## src/rtl/sync_fifo_pkg.sv

```systemverilog
// Shared constants and helpers for the parametrised single-clock FIFO.
// Optional sticky error flags are enabled with SYNC_FIFO_ERR_FLAGS_EN.
package sync_fifo_pkg;

    localparam int DEFAULT_DATA_WIDTH = 8;
    localparam int DEFAULT_ADDR_WIDTH = 4;

    // almost_full default sits this many entries below depth
    localparam int DEFAULT_AF_MARGIN = 2;
    localparam int DEFAULT_AE_THRESH = 2;

    function automatic int count_width(input int addr_width);
        return addr_width + 1;
    endfunction

endpackage

```

## src/rtl/sync_fifo_mem.sv

```systemverilog
// Simple dual-port RAM: one write port, one registered read port.
// The array is never reset; only the read register clears on rst.
module sync_fifo_mem #(
    parameter int DATA_WIDTH = 8,
    parameter int ADDR_WIDTH = 4
) (
    input  logic                  clk,
    input  logic                  rst,
    input  logic                  wr_en,
    input  logic [ADDR_WIDTH-1:0] wr_addr,
    input  logic [DATA_WIDTH-1:0] wr_data,
    input  logic                  rd_en,
    input  logic [ADDR_WIDTH-1:0] rd_addr,
    output logic [DATA_WIDTH-1:0] rd_data
);

    localparam int DEPTH = 1 << ADDR_WIDTH;

    logic [DATA_WIDTH-1:0] mem [DEPTH];
    logic [DATA_WIDTH-1:0] rd_data_q;
    logic [DATA_WIDTH-1:0] rd_data_d;

    always_ff @(posedge clk) begin
        if (wr_en) begin
            mem[wr_addr] <= wr_data;
        end
    end

    always_comb begin
        rd_data_d = rd_data_q;
        if (rd_en) begin
            rd_data_d = mem[rd_addr];
        end
    end

    always_ff @(posedge clk) begin
        if (rst) begin
            rd_data_q <= '0;
        end else begin
            rd_data_q <= rd_data_d;
        end
    end

    assign rd_data = rd_data_q;

endmodule

```

## src/rtl/sync_fifo_param.sv

```systemverilog
// Parametrised single-clock FIFO with thresholds, fill count and read strobe.
// Define SYNC_FIFO_ERR_FLAGS_EN to add sticky overflow/underflow outputs.
module sync_fifo_param
    import sync_fifo_pkg::*;
#(
    parameter int DATA_WIDTH          = DEFAULT_DATA_WIDTH,
    parameter int ADDR_WIDTH          = DEFAULT_ADDR_WIDTH,
    parameter int ALMOST_FULL_THRESH  = (2 ** ADDR_WIDTH) - DEFAULT_AF_MARGIN,
    parameter int ALMOST_EMPTY_THRESH = DEFAULT_AE_THRESH
) (
    input  logic                               clk,
    input  logic                               rst,
    input  logic [DATA_WIDTH-1:0]              write_data,
    input  logic                               write_enable,
    input  logic                               read_enable,
    output logic [DATA_WIDTH-1:0]              read_data,
    output logic                               read_valid,
    output logic                               full,
    output logic                               empty,
    output logic                               almost_full,
    output logic                               almost_empty,
`ifdef SYNC_FIFO_ERR_FLAGS_EN
    output logic                               overflow,
    output logic                               underflow,
`endif
    output logic [count_width(ADDR_WIDTH)-1:0] fill_count
);

    localparam int CW = count_width(ADDR_WIDTH);
    localparam logic [CW-1:0] DEPTH_C = CW'(1 << ADDR_WIDTH);
    localparam logic [CW-1:0] AF_T    = CW'(ALMOST_FULL_THRESH);
    localparam logic [CW-1:0] AE_T    = CW'(ALMOST_EMPTY_THRESH);

    logic [ADDR_WIDTH-1:0] wr_ptr_q, wr_ptr_d;
    logic [ADDR_WIDTH-1:0] rd_ptr_q, rd_ptr_d;
    logic [CW-1:0]         count_q, count_d;
    logic                  full_q, full_d;
    logic                  empty_q, empty_d;
    logic                  afull_q, afull_d;
    logic                  aempty_q, aempty_d;
    logic                  rvalid_q, rvalid_d;
    logic                  wr_acc, rd_acc;

    // Accept decisions use this cycle's registered flags only
    assign wr_acc = write_enable && !full_q;
    assign rd_acc = read_enable && !empty_q;

    always_comb begin
        wr_ptr_d = wr_ptr_q;
        rd_ptr_d = rd_ptr_q;
        count_d  = count_q;
        if (wr_acc) begin
            wr_ptr_d = wr_ptr_q + ADDR_WIDTH'(1);
        end
        if (rd_acc) begin
            rd_ptr_d = rd_ptr_q + ADDR_WIDTH'(1);
        end
        case ({wr_acc, rd_acc})
            2'b10:   count_d = count_q + CW'(1);
            2'b01:   count_d = count_q - CW'(1);
            default: count_d = count_q;
        endcase
        full_d   = (count_d == DEPTH_C);
        empty_d  = (count_d == '0);
        afull_d  = (count_d >= AF_T);
        aempty_d = (count_d <= AE_T);
        rvalid_d = rd_acc;
    end

    always_ff @(posedge clk) begin
        if (rst) begin
            wr_ptr_q <= '0;
            rd_ptr_q <= '0;
            count_q  <= '0;
            full_q   <= 1'b0;
            empty_q  <= 1'b1;
            afull_q  <= 1'b0;
            aempty_q <= 1'b1;
            rvalid_q <= 1'b0;
        end else begin
            wr_ptr_q <= wr_ptr_d;
            rd_ptr_q <= rd_ptr_d;
            count_q  <= count_d;
            full_q   <= full_d;
            empty_q  <= empty_d;
            afull_q  <= afull_d;
            aempty_q <= aempty_d;
            rvalid_q <= rvalid_d;
        end
    end

    sync_fifo_mem #(
        .DATA_WIDTH (DATA_WIDTH),
        .ADDR_WIDTH (ADDR_WIDTH)
    ) u_mem (
        .clk     (clk),
        .rst     (rst),
        .wr_en   (wr_acc && !rst),
        .wr_addr (wr_ptr_q),
        .wr_data (write_data),
        .rd_en   (rd_acc && !rst),
        .rd_addr (rd_ptr_q),
        .rd_data (read_data)
    );

`ifdef SYNC_FIFO_ERR_FLAGS_EN
    logic overflow_q, overflow_d;
    logic underflow_q, underflow_d;

    always_comb begin
        overflow_d  = overflow_q || (write_enable && full_q);
        underflow_d = underflow_q || (read_enable && empty_q);
    end

    always_ff @(posedge clk) begin
        if (rst) begin
            overflow_q  <= 1'b0;
            underflow_q <= 1'b0;
        end else begin
            overflow_q  <= overflow_d;
            underflow_q <= underflow_d;
        end
    end

    assign overflow  = overflow_q;
    assign underflow = underflow_q;
`endif

    assign read_valid   = rvalid_q;
    assign full         = full_q;
    assign empty        = empty_q;
    assign almost_full  = afull_q;
    assign almost_empty = aempty_q;
    assign fill_count   = count_q;

endmodule

```

## config.mk

```make
export PLATFORM = sky130hd
export DESIGN_NAME = sync_fifo_param
export DESIGN_NICKNAME = d
export VERILOG_FILES = /design/src/rtl/sync_fifo_pkg.sv /design/src/rtl/sync_fifo_mem.sv /design/src/rtl/sync_fifo_param.sv
export SDC_FILE = /design/constraint.sdc
export NUM_CORES = 1
export LEC_CHECK = 0
export CAP_MARGIN = 0
export CORE_MARGIN = 2
export CORE_UTILIZATION = 54
export CTS_CLUSTER_DIAMETER = 80
export CTS_CLUSTER_SIZE = 20
export DETAILED_ROUTE_END_ITERATION = 8
export GPL_TIMING_DRIVEN = 0
export PLACE_DENSITY = 0.8
export SLEW_MARGIN = 20
export SYNTH_ARGS = -nofsm -noshare
export SYNTH_HDL_FRONTEND = slang
export SYNTH_HIERARCHICAL = 1
export SYNTH_SLANG_ARGS = --single-unit
export TNS_END_PERCENT = 30
```

## constraint.sdc

```tcl
create_clock -name clk -period 3.7 [get_ports clk]
set_clock_uncertainty 0.05 [all_clocks]
set_input_delay 1.11 -clock clk [delete_from_list [all_inputs] [get_ports clk]]
set_output_delay 1.11 -clock clk [all_outputs]
set_load 0.1 [all_outputs]
```

==> metrics.md, run 1 <==
| Metric | Value |
|---|---|
| Cell family with the largest share of critical-path delay | `simple AND/OR/NAND/NOR gates` |
| Cell types occupying the most area after synthesis | `edfxtp_1 (61%), mux2i_1 (11%), dfxtp_1 (8.3%), a22oi_1 (2.9%), nand3_1 (2.0%)` |
| DR WL/cell | `between 20 and 25 µm` |
| Clock tree from TritonCTS | `yes` |
| Predominant post-synthesis flop cell | `edfxtp_1` |
| Synth Register Bits | `154` |
| Largest net degree at the start of global routing | `17` |
| Number of H-tree levels | `4` |
| CTS clk-pin slew, worst paths | `around 60 ps` |
| Number of nets in the layout | `479` |
| Seq/Total Area, Yosys | `0.695` |
| Crit path kind | `in -> reg` |
| Post-Route Setup TNS | `0 ps` |
| Placed cell count | `586` |
| Placeable core region | `11400 µm²` |
| Post-layout min period | `3590 ps` |
| Kind of capture point of the worst setup path | `flip-flop` |
| Share of post-route cells with drive strength above 1 | `0.135` |
| Maximum buffer depth of the clock tree | `2` |
| Measured slew at the worst slew-check pin | `991 ps` |
| Count of buffers from port buffering | `29` |
| Cell count after synthesis | `slightly above 400` |
| Root Buffer | `clkbuf_16` |
| Mapped Area | `around 6300 µm²` |
| Global route total overflow | `0` |
| Number of post-CTS setup repair buffers | `0` |
| Top-area cell type share of the netlist area | `0.612` |
| Die Span X | `112 µm` |
| Antenna violations before repair | `0` |
| Number of sinks driven by the clock tree | `154` |
| Wire length after detailed routing | `about 13 mm` |
| Number of synthesis warnings | `6` |
| Synthesized netlist net count | `~430` |
| Final Slew Violations | `0` |
| Worst ir drop on vdd | `0.585 mV` |
| Latest clock arrival within the worst-skew pair | `420 ps` |
| Post-detailed-placement half-perimeter wirelength | `8.24 mm` |
| DR iter-0 viols | `between 300 and 400` |
| Fraction of synthesis flops using an asynchronous set or reset pin | `0` |
| Remaining number of nets flagged by the antenna check after routing | `0` |
| RD Place Congestion | `just over 0.8` |
| Top-Level Pins | `30` |
| Average vias per placed instance | `around 6` |
| Rel. slew slack | `0.338` |
| Min-delay worst type | `reg -> reg` |
| Cell chain of the critical path | `clkdlybuf4s50_1, buf_6, clkbuf_1, nor2_1, or3b_2, nor3_2` |
| Total power draw | `4.47 mW` |
| Count of different cell masters after synthesis | `41` |
| Post-synthesis cell type with the largest combined area | `edfxtp_1` |
| Final standard cell utilization of the core | `0.646` |
| Most instantiated cells after synthesis | `edfxtp_1 (128), mux2i_1 (67), nor2_1 (31)` |
| Number of global-route vias before repair | `~3700` |
| Leakage Power | `2.40 nW` |
| Buf+Inv Stages, Crit Path | `3` |
| Number of iterations in the first detailed-routing pass | `5` |
| Outcome | `finished clean` |
| Global-route wire length before repair | `19.9 mm` |
| Unrepaired setup endpoints after global routing | `no` |
| Via count | `3710` |
| Overall die area | `approximately 13000 µm²` |
| Maximum achievable frequency | `279 MHz` |
| Total inserted antenna cells | `0` |
| Hold Fails Final Rpt | `0` |
| Chip Height | `112 µm` |
| Synth-to-layout area growth | `16.9%` |
| Cell with the most instances after synthesis | `edfxtp_1` |
| Total power density per cell area | `between 600 and 700 nW/µm²` |
| Crit share post-route | `0.969` |
| Synthesized area per cell | `around 15 µm²` |
| Final Hold Slack | `421 ps` |
| Inserted Clock Buffers | `17` |
| CP startpoint kind | `primary input` |
| Residual DRC count | `0` |
| Stage delay of the slowest cell on the critical path | `640 ps` |
| Row count | `39` |
| Data arrival time of the worst path | `3580 ps` |
| Final instance count without filler cells | `roughly 600` |
| Slowest CP cell | `nor3_2` |
| Number of enable-type register cells in the synthesized netlist | `128` |
| Initial Util | `0.552` |
| Max-cap violations | `0` |
| Data required time at the worst endpoint | `about 3700 ps` |
| Hold buffer count at cts | `0` |
| Overall routing resource usage | `0.216` |
| Final count of negative-setup-slack endpoints | `0` |
| CP max FO | `10` |
[power breakdown]
group / switching, mW / internal, mW / leakage, nW
sequential: 0.0654 / 1.94 / 1.36
clock: 0.688 / 0.935 / 0.279
combinational: 0.589 / 0.245 / 0.755
[routing by layer]
layer | global-route usage | wire [µm]
met5 | 0 | 0
met4 | 0.0897 | 373
met2 | 0.343 | 6200
met3 | 0.0615 | 877
met1 | 0.283 | 5370
[kinds of logic after synthesis]
logic type,synth area share
XOR/XNOR,0.0165
buffers and inverters,0.0305
adder cells (fa/ha/maj),0.00996
flip-flops,0.695
AO/OA/AOI/OAI,0.0546
AND/OR/NAND/NOR,0.0865
multiplexers,0.107
[worst min-delay path: stages, from the launching register on]
cell and delay [ps]:
dfxtp_1 330, nand2_1 60, nand3_1 50
[registers in the layout (all words and copies together) (netlist names)]
name / count
wr_ptr_q: 4
full: 1
u_mem/mem: 128
read_valid: 1
fill_count: 5
almost_empty: 1
u_mem/rd_data: 8
empty: 1
rd_ptr_q: 4
almost_full: 1
[timing repair]
action / 4_1_cts / 5_1_grt
endpoints found under the setup margin: 0 / 9
resized for setup: 0 / 4
endpoints found under the hold margin: 0 / 0
[per-stage QoR]
step                setup slack [ps]  instance area [µm²]
finish                           114                 7340
floorplan                        417                 6280
global placement                -579                 6750
global route                    29.7                 7340
CTS                             91.0                 7330
detailed placement              -329                 6770
[final timing paths]
check                                       from                to  slack (ps)  cells after the start
worst max-delay path                         rst   u_mem/mem[0][1]         110                      6
worst min-delay path            u_mem/rd_data[1]  u_mem/rd_data[1]         420                      2
worst max register to register              full              full        1040                     11
worst min register to register  u_mem/rd_data[1]  u_mem/rd_data[1]         420                      2
[cell usage in the layout, fill, tap and decap left out, drive strengths merged, types with 2 or more instances in the layout]
| cell type | n |
|---|---|
| edfxtp | 128 |
| mux2i | 67 |
| nor2 | 31 |
| clkdlybuf4s50 | 29 |
| dfxtp | 26 |
| nand3 | 25 |
| a22oi | 24 |
| nand2 | 22 |
| clkbuf | 19 |
| buf | 18 |
| a21oi | 15 |
| nor2b | 8 |
| clkinv | 8 |
| xor2 | 7 |
| inv | 6 |
| ha | 5 |
| nand3b | 4 |
| nor3 | 4 |
| xnor2 | 4 |
| nand2b | 3 |
| nor3b | 3 |
| nand4 | 2 |
| a41o | 2 |
[layout make-up]
cell class / count / area, µm²
flip-flops and latches: 154 / 4360
fillers: 800 / 4030
multi-input cells: 239 / 1750
clock buffers: 17 / 425
repair buffers: 29 / 290
plain buffers: 20 / 189
well taps: 143 / 179
clock inverters: 15 / 140
inverters: 1 / 3.75
Power figures use the tool's default switching activity.
==> inputs of run 2 (changes only) <==
==> constraint.sdc (replaced) <==
create_clock -name clk -period 3.7 [get_ports clk]
set_clock_uncertainty 0.05 [all_clocks]
set_input_delay 0.37 -clock clk [delete_from_list [all_inputs] [get_ports clk]]
set_output_delay 0.37 -clock clk [all_outputs]
set_load 0.1 [all_outputs]
==> run 2 against run 1 <==
  * Sequential share of layout area increased by 0.051 points
  * Core utilization fell by 0.055 points
  * Clock power about the same
  * Critical path depth rose by 6
  * Critical endpoint is now full
  * Largest power group unchanged
==> metrics.md, run 2 (synthesis results as in run 1) <==
| Metric | Value |
|---|---|
| Number of flip-flops in the largest register | `128 (unchanged)` |
| Die Span X | `112 µm (unchanged)` |
| Total power density per cell area | `608 nW/µm² (was 609 nW/µm²)` |
| Reg2reg setup slack | `920 ps (was 1040 ps)` |
| Post-Route Setup TNS | `0 ps (unchanged)` |
| Overall routing resource usage | `0.216 (unchanged)` |
| DR WL/cell | `20.7 µm (about the same)` |
| Global-route wire length before repair | `19.9 mm (unchanged)` |
| Global route total overflow | `0 (unchanged)` |
| Number of post-CTS setup repair buffers | `0 (unchanged)` |
| Worst Hold End | `u_mem/rd_data[1] (unchanged)` |
| Hold path startpoint | `u_mem/rd_data[1] (unchanged)` |
| Residual DRC count | `0 (unchanged)` |
| Root Buffer | `clkbuf_16 (unchanged)` |
| Latest clock arrival within the worst-skew pair | `420 ps (about the same)` |
| Count of buffers from port buffering | `29 (unchanged)` |
| Top layer used by detailed routing | `met4 (unchanged)` |
| Final Slew Violations | `0 (unchanged)` |
| Hold buffer count at cts | `0 (unchanged)` |
| Maximum buffer depth of the clock tree | `2 (unchanged)` |
| Hold Fails Final Rpt | `0 (unchanged)` |
| Number of global-route vias before repair | `3737 (unchanged)` |
| Total inserted antenna cells | `0 (unchanged)` |
| Most flops, register | `u_mem/mem (unchanged)` |
| Largest net degree at the start of global routing | `17 (unchanged)` |
| DR iter-0 viols | `395 (was 376)` |
| Row count | `39 (unchanged)` |
| Capturing point of the worst reg2reg path | `full (unchanged)` |
| Sum of routed wire segments on met1 | `5.19 mm (was 5.37 mm)` |
| Maximum achievable frequency | `347 MHz (was 279 MHz)` |
| Crit share post-route | `0.778 (was 0.969)` |
| Data arrival time of the worst path | `3160 ps (was 3580 ps)` |
| Wire length on met3 | `1.06 mm (was 877 µm)` |
| Max-cap violations | `0 (unchanged)` |
| Measured slew at the worst slew-check pin | `990 ps (was 991 ps)` |
| CP startpoint kind | `primary input (unchanged)` |
| Leakage Power | `2.39 nW (was 2.40 nW)` |
| Chip Height | `112 µm (unchanged)` |
| Unrepaired setup endpoints after global routing | `no (unchanged)` |
| Post-detailed-placement half-perimeter wirelength | `8.24 mm (unchanged)` |
| Worst ir drop on vdd | `0.583 mV (was 0.585 mV)` |
| Cell-internal power | `3.12 mW (about the same)` |
| Met2 wire length | `6.17 mm (was 6.20 mm)` |
| Final worst-path setup slack | `822 ps (was 114 ps)` |
| Part of the total power dissipated in combinational logic | `0.186 (was 0.187)` |
| Remaining number of nets flagged by the antenna check after routing | `0 (unchanged)` |
| Final count of negative-setup-slack endpoints | `0 (unchanged)` |
| Placeable core region | `11400 µm² (unchanged)` |
| Initial Util | `0.552 (unchanged)` |
| Number of nets in the layout | `479 (unchanged)` |
| Flop pwr share | `0.450 (about the same)` |
| Commonest non-fill, non-tap cell in the layout | `edfxtp_1 (unchanged)` |
| Min-delay worst type | `reg -> reg (unchanged)` |
| Share of post-route cells with drive strength above 1 | `0.128 (was 0.135)` |
| Number of iterations in the first detailed-routing pass | `5 (unchanged)` |
| Post-layout min period | `2880 ps (was 3590 ps)` |
| Clock tree from TritonCTS | `yes (unchanged)` |
| Rel. slew slack | `0.338 (about the same)` |
| RD Place Congestion | `0.813 (unchanged)` |
| Antenna violations before repair | `0 (unchanged)` |
| Depth of the worst register-to-register path | `11 (unchanged)` |
| Inserted Clock Buffers | `17 (unchanged)` |
| Wire length after detailed routing | `12.8 mm (about the same)` |
| Pre-CTS setup slack | `411 ps (was -329 ps)` |
| Data required time at the worst endpoint | `3980 ps (was 3690 ps)` |
| Synth-to-layout area growth | `16.8% (was 16.9%)` |
| Fillers | `803 (was 800)` |
| Crit path kind | `in -> reg (unchanged)` |
| CP max FO | `10 (unchanged)` |
| Commonest non-fill, non-tap cells in the layout | `edfxtp_1 (128), mux2i_1 (67), nor2_1 (31), clkdlybuf4s50_1 (29), dfxtp_1 (26) (was edfxtp_1 (128), mux2i_1 (67), nor2_1 (30), clkdlybuf4s50_1 (29), dfxtp_1 (26))` |
| Portion of total power attributed to the clock network | `0.363 (about the same)` |
| Cell depth of the worst hold path | `2 (unchanged)` |
| Startpoint of the lowest-slack register-to-register path | `full (unchanged)` |
| Overall die area | `12500 µm² (unchanged)` |
| Average vias per placed instance | `5.96 (was 6.00)` |
| Number of cells upsized or downsized after cts | `0 (unchanged)` |
| NetSw | `1.34 mW (about the same)` |
| Switching share of total power | `0.300 (was 0.301)` |
| CTS clk-pin slew, worst paths | `60 ps (about the same)` |
| Top-Level Pins | `30 (unchanged)` |
| Via count | `3683 (was 3710)` |
| Total power draw | `4.46 mW (was 4.47 mW)` |
| Outcome | `finished clean (unchanged)` |
| Number of sinks driven by the clock tree | `154 (unchanged)` |
| Kind of capture point of the worst setup path | `flip-flop (unchanged)` |
| Number of H-tree levels | `4 (unchanged)` |
run 2: cell counts in the layout (fill, tap and decap cells not counted):
Identical to the previous run, type by type.
run 2: per-stage QoR:
step                       util  hold WS (ps)  cells  instance area [µm²]
after floorplan               -           404    414                 6280
after global placement    0.593           397    586                 6750
after detailed placement  0.595           416    586                 6770
after CTS                 0.645           430    618                 7330
after global routing      0.645           441    618                 7330
final                     0.645           422    618                 7330
run 2: how the worst max path moves through the flow:
stage / startpoint / endpoint / slack [ps] / cells past startpoint
after floorplan: empty / full / 670 / 11
after global placement: rst / u_mem/mem[0][1] / 160 / 6
after detailed placement: write_enable / full / 410 / 12
after CTS: write_enable / full / 830 / 12
after global routing: write_enable / full / 630 / 12
final: write_enable / full / 820 / 12
run 2: area by class of cell:
type                            count  area, µm²  area share
Timing Repair Buffer               29        290      0.0396
Sequential cell                   154       4360       0.595
Multi-Input combinational cell    239       1740       0.238
Clock inverter                     15        140      0.0191
Inverter                            1       3.75    0.000512
Tap cell                          143        179      0.0244
Clock buffer                       17        425      0.0580
Buffer                             20        188      0.0256
run 2: power groups by stage:
stage	registers (mW)	logic [mW]	clock network, mW
finish	2.01	0.832	1.62
global route	2.02	0.879	1.72
CTS	2.01	0.830	1.64
detailed placement	2.04	0.823	0
global placement	2.04	0.802	0
floorplan	2.33	0.321	0
run 2: layer usage:
layer  vias to the layer above  track usage
met3                        26       0.0615
met2                       184        0.343
met1                      1798        0.283
met4                         0       0.0897
met5                         -            0
li1                       1675            -
run 2: critical path, cell delays in order:
cell             delay [ps]
clkdlybuf4s50_1         440
nor2b_1                 340
inv_2                   110
ha_1                    220
buf_6                   140
xor2_1                  160
ha_1                    220
a21oi_1                 150
mux2i_1                 230
xor2_1                  370
nand2_1                 150
nor4b_4                 240
==> inputs of run 3 (changes only) <==
==> constraint.sdc (replaced) <==
create_clock -name clk -period 2.65 [get_ports clk]
set_clock_uncertainty 0.05 [all_clocks]
set_input_delay 0.265 -clock clk [delete_from_list [all_inputs] [get_ports clk]]
set_output_delay 0.265 -clock clk [all_outputs]
set_load 0.1 [all_outputs]
==> run 3 against run 2 <==
  * Count of clock-buffer cells in the layout is 7 higher
  * Via count is 0.11% lower
  * Final cell count stayed put
  * First-iteration DRC count is 5.6% lower
  * Critical path depth stayed put
  * Highest routed layer unchanged
  * Critical path type unchanged
  * Sequential share of layout area is 0.34 points lower
==> metrics.md, run 3 (synthesis results as in run 1) <==
| Metric | Value |
|---|---|
| Antenna violations before repair | `0 (unchanged)` |
| CP max FO | `10 (unchanged)` |
| Portion of total power attributed to the clock network | `0.364 (was 0.363)` |
| Count of buffers from port buffering | `29 (unchanged)` |
| Final Slew Violations | `0 (unchanged)` |
| CTS clk-pin slew, worst paths | `60 ps (about the same)` |
| Overall routing resource usage | `0.217 (was 0.216)` |
| Initial Util | `0.552 (unchanged)` |
| Unrepaired setup endpoints after global routing | `yes (was no)` |
| Commonest non-fill, non-tap cell in the layout | `edfxtp_1 (unchanged)` |
| Top-Level Pins | `30 (unchanged)` |
| Commonest non-fill, non-tap cells in the layout | `edfxtp_1 (128), mux2i_1 (67), clkdlybuf4s50_1 (29), nor2_1 (26), nand3_1 (25) (was edfxtp_1 (128), mux2i_1 (67), nor2_1 (31), clkdlybuf4s50_1 (29), dfxtp_1 (26))` |
| Flop pwr share | `0.449 (was 0.450)` |
| Number of sinks driven by the clock tree | `154 (unchanged)` |
| Row count | `39 (unchanged)` |
| Part of the total power dissipated in combinational logic | `0.188 (was 0.186)` |
| Most flops, register | `u_mem/mem (unchanged)` |
| Final Hold Slack | `413 ps (was 422 ps)` |
| Placeable core region | `11400 µm² (unchanged)` |
| Min-delay worst type | `reg -> reg (unchanged)` |
| Hold Fails Final Rpt | `0 (unchanged)` |
| Remaining number of nets flagged by the antenna check after routing | `0 (unchanged)` |
| Maximum buffer depth of the clock tree | `2 (unchanged)` |
| Post-layout min period | `~2500 ps` |
| Worst ir drop on vdd | `0.865 mV (was 0.583 mV)` |
| Latest clock arrival within the worst-skew pair | `410 ps (was 420 ps)` |
| Total inserted antenna cells | `0 (unchanged)` |
| DR iter-0 viols | `373 (was 395)` |
| Crit share post-route | `0.961` |
| Cell-internal power | `4.44 mW (was 3.12 mW)` |
| Chip Height | `112 µm (unchanged)` |
| Data required time at the worst endpoint | `2920 ps (was 3980 ps)` |
| Rel. slew slack | `0.345 (was 0.338)` |
| Global route total overflow | `0 (unchanged)` |
| Maximum achievable frequency | `393 MHz` |
| Max-cap violations | `0 (unchanged)` |
| Die Span X | `112 µm (unchanged)` |
| Clock tree from TritonCTS | `yes (unchanged)` |
| Global-route wire length before repair | `20.3 mm (was 19.9 mm)` |
| Number of iterations in the first detailed-routing pass | `4 (was 5)` |
| Kind of capture point of the worst setup path | `flip-flop (unchanged)` |
| Number of nets in the layout | `479 (unchanged)` |
| Synth-to-layout area growth | `17.6% (was 16.8%)` |
| Outcome | `finished clean (unchanged)` |
| Inserted Clock Buffers | `17 (unchanged)` |
| Switching share of total power | `0.292 (was 0.300)` |
| Reg2reg setup slack | `120 ps (was 920 ps)` |
| Share of post-route cells with drive strength above 1 | `0.143 (was 0.128)` |
| Number of H-tree levels | `4 (unchanged)` |
| Post-detailed-placement half-perimeter wirelength | `8.19 mm (was 8.24 mm)` |
| Total power draw | `6.27 mW (was 4.46 mW)` |
| Number of flip-flops in the largest register | `128 (unchanged)` |
| Final count of negative-setup-slack endpoints | `0 (unchanged)` |
| DR WL/cell | `21.4 µm (was 20.7 µm)` |
| Leakage Power | `2.41 nW (was 2.39 nW)` |
| Number of post-CTS setup repair buffers | `0 (unchanged)` |
| Wire length after detailed routing | `13.2 mm (was 12.8 mm)` |
| Crit path kind | `in -> reg (unchanged)` |
| Largest net degree at the start of global routing | `17 (unchanged)` |
| Number of global-route vias before repair | `3669 (was 3737)` |
| CP startpoint kind | `primary input (unchanged)` |
| Average vias per placed instance | `5.95 (was 5.96)` |
| RD Place Congestion | `0.762 (was 0.813)` |
| Root Buffer | `clkbuf_16 (unchanged)` |
| Residual DRC count | `0 (unchanged)` |
| NetSw | `1.83 mW (was 1.34 mW)` |
| Measured slew at the worst slew-check pin | `979 ps (was 990 ps)` |
| Overall die area | `12500 µm² (unchanged)` |
| Via count | `3679 (was 3683)` |
| Data arrival time of the worst path | `2820 ps (was 3160 ps)` |
| Total power density per cell area | `849 nW/µm² (was 608 nW/µm²)` |
## run 3: cell count changes in the layout (fill, tap and decap cells not counted), moves of 2 or more
cell,delta
clkbuf_1,+3
clkbuf_16,+3
clkinv_2,-2
clkinv_4,-5
dfxtp_1,-2
inv_4,+5
inv_6,-4
nor2_1,-5
nor2_2,+4
## run 3: stage by stage
stage          TNS, ps  setup WS, ps  std cells  cell area (µm²)   util
6_report             0           103        618             7380  0.649
3_3_place_gp    -35510          -816        586             6760  0.594
2_1_floorplan        0          39.7        414             6290      -
5_1_grt          -39.0         -39.0        618             7380  0.649
4_1_cts              0          13.1        618             7360  0.647
3_5_place_dp    -39340          -554        586             6780  0.596
## run 3: critical path, cell delays in order
cell,delay [ps]
clkdlybuf4s50_1,460
nor2b_4,200
inv_2,80
ha_1,210
buf_6,140
xor2_1,160
ha_1,220
a21oi_1,170
mux2i_1,310
xor2_2,290
nand2_2,100
nor4b_4,210
## run 3: power groups by stage
| stage | sequential [mW] | clock [mW] | combinational, mW |
|---|---|---|---|
| floorplan | 3.26 | 0 | 0.448 |
| global route | 2.82 | 2.41 | 1.25 |
| detailed placement | 2.86 | 0 | 1.15 |
| finish | 2.81 | 2.28 | 1.18 |
| global placement | 2.85 | 0 | 1.12 |
| CTS | 2.81 | 2.32 | 1.16 |
## run 3: what timing repair did
action	in CTS	in global routing
hold buffers	0	0
setup endpoints to repair	33	37
gates resized for setup	5	6
hold endpoints to repair	0	0
cloned	0	0
## run 3: per-layer routing
metal | vias up | share of wire | GRT usage
met5 | - | 0 | 0
met4 | 0 | 0.022 | 0.0897
met3 | 19 | 0.062 | 0.0517
met2 | 151 | 0.50 | 0.349
met1 | 1835 | 0.42 | 0.287
li1 | 1674 | - | -
## run 3: final timing paths
check	start	endpoint	depth (start not counted)
setup / recovery	write_enable	full	12
hold / removal	u_mem/rd_data[6]	u_mem/rd_data[6]	2
setup reg to reg	full	full	11
hold reg to reg	u_mem/rd_data[6]	u_mem/rd_data[6]	2
## run 3: area by class of cell
type,count,area (µm²)
sequential,154,4370
fill,775,3990
multi-input combinational,239,1780
clock buffer,24,515
timing repair buffer,29,290
buffer,20,189
tap,143,179
clock inverter,8,52.6
inverter,1,3.75
